==> src/rtl/run_sequencer.sv <==
// Program-control sequencer: owns the PC, the start/done handshake and the run/clear enables.
// Optional PC-overflow trap is enabled by defining RUN_SEQ_PC_TRAP_EN.
module run_sequencer #(
    parameter int PC_W     = 10,
    parameter int OFFSET_W = 8,
    parameter int START_PC = 0,
    parameter int CNT_W    = 16
) (
    input  logic                clk,
    input  logic                reset,
    input  logic                start,
    input  logic                halt,
    input  logic                stall,
    input  logic                jump_en,
    input  logic [PC_W-1:0]     jump_target,
    input  logic                branch_taken,
    input  logic [OFFSET_W-1:0] offset,
    output logic [PC_W-1:0]     pc,
    output logic                run,
    output logic                clear,
    output logic                done,
    output logic                err,
    output logic [CNT_W-1:0]    cycle_count,
    output logic [1:0]          state_dbg
);

    // Handshake: start high arms (and holds) the core; the run begins on the edge
    // where start is sampled low in ARMED. done stays high until start is seen again.
    typedef enum logic [1:0] {
        S_IDLE  = 2'd0,
        S_ARMED = 2'd1,
        S_RUN   = 2'd2,
        S_DONE  = 2'd3
    } state_t;

    localparam logic [PC_W-1:0] START = PC_W'(START_PC);

    state_t            state_q, state_d;
    logic [PC_W-1:0]   pc_q, pc_d;
    logic [CNT_W-1:0]  cnt_q, cnt_d;
    logic              err_q, err_d;

    logic [PC_W-1:0]   off_ext;
    logic [PC_W-1:0]   pc_seq;
    logic [PC_W-1:0]   pc_br;
    logic              seq_trap;
    logic              br_trap;

    assign off_ext = PC_W'($signed(offset));
    assign pc_seq  = pc_q + PC_W'(1);
    assign pc_br   = pc_q + PC_W'(1) + off_ext;

`ifdef RUN_SEQ_PC_TRAP_EN
    // Two guard bits keep the true branch target: sign bit set means below 0,
    // bit PC_W set means past the top of instruction memory.
    logic signed [PC_W+1:0] br_wide;
    assign br_wide  = $signed({2'b00, pc_q}) + (PC_W+2)'(1) + (PC_W+2)'($signed(offset));
    assign br_trap  = br_wide[PC_W+1] | br_wide[PC_W];
    assign seq_trap = &pc_q;
`else
    assign br_trap  = 1'b0;
    assign seq_trap = 1'b0;
`endif

    always_ff @(posedge clk or negedge reset) begin
        if (!reset) begin
            state_q <= S_IDLE;
            pc_q    <= START;
            cnt_q   <= '0;
            err_q   <= 1'b0;
        end else begin
            state_q <= state_d;
            pc_q    <= pc_d;
            cnt_q   <= cnt_d;
            err_q   <= err_d;
        end
    end

    always_comb begin
        state_d = state_q;
        pc_d    = pc_q;
        cnt_d   = cnt_q;
        err_d   = err_q;
        case (state_q)
            S_IDLE, S_DONE: begin
                if (start) begin
                    state_d = S_ARMED;
                    pc_d    = START;
                    cnt_d   = '0;
                    err_d   = 1'b0;
                end
            end
            S_ARMED: begin
                pc_d = START;
                if (!start) begin
                    state_d = S_RUN;
                end
            end
            S_RUN: begin
                if (start) begin
                    // Restart wins over every decoder input.
                    state_d = S_ARMED;
                    pc_d    = START;
                    cnt_d   = '0;
                    err_d   = 1'b0;
                end else begin
                    if (cnt_q != '1) begin
                        cnt_d = cnt_q + CNT_W'(1);
                    end
                    if (stall) begin
                        pc_d = pc_q;
                    end else if (halt) begin
                        state_d = S_DONE;
                    end else if (jump_en) begin
                        pc_d = jump_target;
                    end else if (branch_taken) begin
                        if (br_trap) begin
                            state_d = S_DONE;
                            err_d   = 1'b1;
                        end else begin
                            pc_d = pc_br;
                        end
                    end else begin
                        if (seq_trap) begin
                            state_d = S_DONE;
                            err_d   = 1'b1;
                        end else begin
                            pc_d = pc_seq;
                        end
                    end
                end
            end
            default: begin
                state_d = S_IDLE;
            end
        endcase
    end

    // Outputs decode registered state only, so nothing combinational reaches a port.
    assign pc          = pc_q;
    assign cycle_count = cnt_q;
    assign run         = (state_q == S_RUN);
    assign clear       = (state_q == S_ARMED);
    assign done        = (state_q == S_DONE);
    assign err         = err_q;
    assign state_dbg   = state_q;

endmodule

==> config.mk <==
export PLATFORM = sky130hd
export DESIGN_NAME = run_sequencer
export DESIGN_NICKNAME = d
export VERILOG_FILES = /design/src/rtl/run_sequencer.sv
export SDC_FILE = /design/constraint.sdc
export NUM_CORES = 1
export LEC_CHECK = 0
export CAP_MARGIN = 20
export CORE_MARGIN = 2
export CORE_UTILIZATION = 50
export DETAILED_ROUTE_END_ITERATION = 10
export GPL_TIMING_DRIVEN = 0
export PLACE_DENSITY = 0.79
export SKIP_CTS_REPAIR_TIMING = 1
export SYNTH_ARGS = -nofsm -noshare
export SYNTH_HDL_FRONTEND = slang
export SYNTH_SLANG_ARGS = --single-unit
==> constraint.sdc <==
create_clock -name clk -period 2.9 [get_ports clk]
set_clock_uncertainty 0.05 [all_clocks]
set_input_delay 0.435 -clock clk [delete_from_list [all_inputs] [get_ports clk]]
set_output_delay 0.435 -clock clk [all_outputs]
set_load 0.01 [all_outputs]
==> impl_metrics.tcl <==
set metrics [dict create \
    final_layout_size_suffix_gt1_share_pct 8.89 \
    synth_seq_cells 28 \
    cts_num_sinks 28 \
    powerDensity_nw_per_um2 467 \
    clk_pin_slew_worst_paths_ns 0.09 \
    grt_pass1_vias 2027 \
    worstSetupEndpoint "pc[7]$_DFFE_PN0P_" \
    r2r-end "pc[7]$_DFFE_PN0P_" \
    use_met2_pct 41.8 \
    cts_tree "yes" \
    crit_path_start_kind "register" \
    syn_area_sq_um 2230 \
    routedWlPerCell_um 15.4 \
    ctsRootBufferMaster "clkbuf_8" \
    htree_levels 1 \
    dp_hpwl_um 4370 \
    hp-class "register to register" \
    nets 359 \
    endpoint_kind "register" \
    drv_slew 0 \
    period_minus_slack_ns 2.73 \
    busiest_layer "met2" \
    io_pins 57 \
    max_freq_mhz 366 \
    run_status "finished clean" \
    numCtsBuffers 3 \
    timing.final.hold_violations 0 \
    cp_max_fo 7 \
    worstReg2RegStart "pc[1]$_DFFE_PN0P_" \
    ff2ff_path_depth 9 \
    core_sq_um 4320 \
    synth_seq_area_share_pct 31.5 \
    place_inst 363 \
    synth_edf_count 0 \
    clk_path_buf_depth 2 \
    p_switching_mw 0.545 \
    total_power_mw 1.35 \
    drt_iter0_drc 114 \
    antenna_cells 0 \
    p_int_mw 0.809 \
    post-synth-top-area-fraction_pct 31.5 \
    synthDistinctLibCells 52 \
    cp.required_ns 3.01 \
    yosysWarningCount 0 \
    clkPwrFrac_pct 15.1 \
    die_h_um 70.7 \
    initial_core_util_pct 51.5 \
    grt_usage_pct 22.7 \
    postLayoutCoreUtil_pct 67.1 \
    syn-num-nets 299 \
    grt.overflow.total 0 \
    critPathKind "register to register" \
    switching_share_pct 40.3 \
    max-cap-violations 0 \
    drt-total-wl_um 5640 \
    cp-startpoint "pc[1]$_DFFE_PN0P_" \
    clock_latency_ns 0.27 \
    worst_slew_pin_slew_ns 0.695 \
    post-route-period-util_pct 94.2 \
    ys_top_cells_by_area "dfrtp_1 31%, ha_1 9.0%, xor2_1 6.3%" \
    netlist.top_cell.by_area "dfrtp_1" \
    grt_max_degree 16 \
    place.gp.congestion 0.887 \
    syn-instance-count 257 \
    via_per_inst 5.72 \
    cellLeakagePower_nw 1.25 \
    dieArea_sq_um 5000 \
    use_met3_pct 2.42 \
    syn_avg_cell_area_sq_um 8.67 \
    numPortBuffers 53 \
    synth-main-ff-cell "dfrtp_1" \
    combPwrFrac_pct 50.4 \
    dr.pass1.iters 4 \
    drc 0 \
    use_met1_pct 28.1 \
    layout.cells.non_filler 367 \
    setup_violations 0 \
    critPathArrivalTime_ns 2.84 \
    vdd_ir_drop_max_v 0.000399 \
    ant_nets 0 \
    maxSlewHeadroom_pct 53.2 \
    seqPwrFrac_pct 34.6 \
    grt_pass1_wl_um 9250 \
    reg2reg_setup_slack_ns 0.17 \
    fp-row-count 24 \
    vias 2099 \
    antenna_found_initial 0 \
    async_flop_share_pct 100 \
    synthToLayoutAreaGrowth_pct 30.3 \
    dieWidth_um 70.7 \
]
-- per-stage QoR --
step	hold WS, ns	instance area (sq um)	setup slack, ns	TNS (ns)
4_1_cts	0.499	2880	0.0640	0
2_1_floorplan	0.0894	2230	0.311	0
3_3_place_gp	0.480	2820	0.106	0
3_5_place_dp	0.480	2840	0.0906	0
6_report	0.494	2900	0.168	0
5_1_grt	0.524	2900	-0.00138	-0.00138
-- critical path: stages, from the launching register on --
cell	delay, ns
dfrtp_1	0.48
ha_1	0.30
nand3_1	0.12
xnor2_1	0.16
ha_1	0.39
nand3_1	0.10
o211ai_1	0.41
a31oi_1	0.17
mux2i_1	0.16
a221o_1	0.31
-- layer usage --
layer	vias up	wire [um]
met5	-	0
li1	1058	-
met1	971	2500
met2	61	2790
met3	9	278
met4	0	70
-- synth_stat cells (all sizes together), types with 2 or more instances --
cell type,count
nor2,21
a32oi,2
and3,5
a21boi,2
a21oi,20
nand3,18
o21ai,15
ha,16
clkbuf,6
nand2b,5
nand2,21
nor3,4
dfrtp,28
nor4,3
o2111ai,4
a221oi,2
a31oi,2
o31ai,7
a21o,2
and2b,2
or4,3
xnor2,8
inv,10
xor2,16
buf,4
mux2i,5
o211ai,5
nand4,4
or2,3
-- worst min-delay path by stage --
stage                                  from                         end  cells after the start
after CTS                 pc[9]$_DFFE_PN0P_           pc[9]$_DFFE_PN0P_                      2
final                     pc[9]$_DFFE_PN0P_           pc[9]$_DFFE_PN0P_                      2
after global routing      pc[9]$_DFFE_PN0P_           pc[9]$_DFFE_PN0P_                      2
after global placement    pc[9]$_DFFE_PN0P_           pc[9]$_DFFE_PN0P_                      2
after floorplan                       reset  cycle_count[0]$_DFFE_PN0P_                      0
after detailed placement  pc[9]$_DFFE_PN0P_           pc[9]$_DFFE_PN0P_                      2
-- flip-flops by register name, indices dropped and copies added (netlist names) --
name	flops
state_dbg	2
cycle_count	16
pc	10
-- logic make-up (layout without fill, tap and decap cells) --
kind of cell	after synthesis	in the layout	synth area share [%]
simple gates	91	91	21.2
xor+xnor	24	24	9.44
buf+inv	20	78	3.93
mux	6	6	2.75
compound gates	70	70	21.1
fa+ha+maj	17	17	9.89
other cells	1	1	0.168
flops	28	28	31.5
-- power groups by stage --
| stage | Combinational (mW) | Clock (mW) | Sequential, mW |
|---|---|---|---|
| final | 0.682 | 0.204 | 0.468 |
| after global routing | 0.754 | 0.223 | 0.472 |
| after CTS | 0.677 | 0.205 | 0.466 |
| after detailed placement | 0.673 | 0 | 0.474 |
| after global placement | 0.650 | 0 | 0.472 |
| after floorplan | 0.419 | 0 | 0.479 |
-- cell usage in the layout, fill, tap and decap left out, drive strengths merged, types with 3 or more instances in the layout --
| cell type | Yosys | routed |
|---|---|---|
| buf | 4 | 6 |
| o211ai | 5 | 5 |
| nor4 | 3 | 3 |
| inv | 10 | 10 |
| dfrtp | 28 | 28 |
| nand3 | 18 | 18 |
| nand2b | 5 | 5 |
| and3 | 5 | 5 |
| a21oi | 20 | 20 |
| nand2 | 21 | 21 |
| xor2 | 16 | 16 |
| clkbuf | 6 | 9 |
| or4 | 3 | 3 |
| xnor2 | 8 | 8 |
| or2 | 3 | 3 |
| mux2i | 5 | 5 |
| ha | 16 | 16 |
| o21ai | 15 | 15 |
| clkdlybuf4s50 | 0 | 53 |
| nor2 | 21 | 21 |
| o2111ai | 4 | 4 |
| o31ai | 7 | 7 |
| nand4 | 4 | 4 |
| nor3 | 4 | 4 |
-- layout make-up --
class	count	area, sq um
multi-input cells	209	1450
fillers	377	1420
flip-flops and latches	28	704
repair buffers	55	553
well taps	52	65.1
plain buffers	10	50.0
clock buffers	3	41.3
inverters	10	37.5
Note: power is estimated with default switching activity, not from simulation.
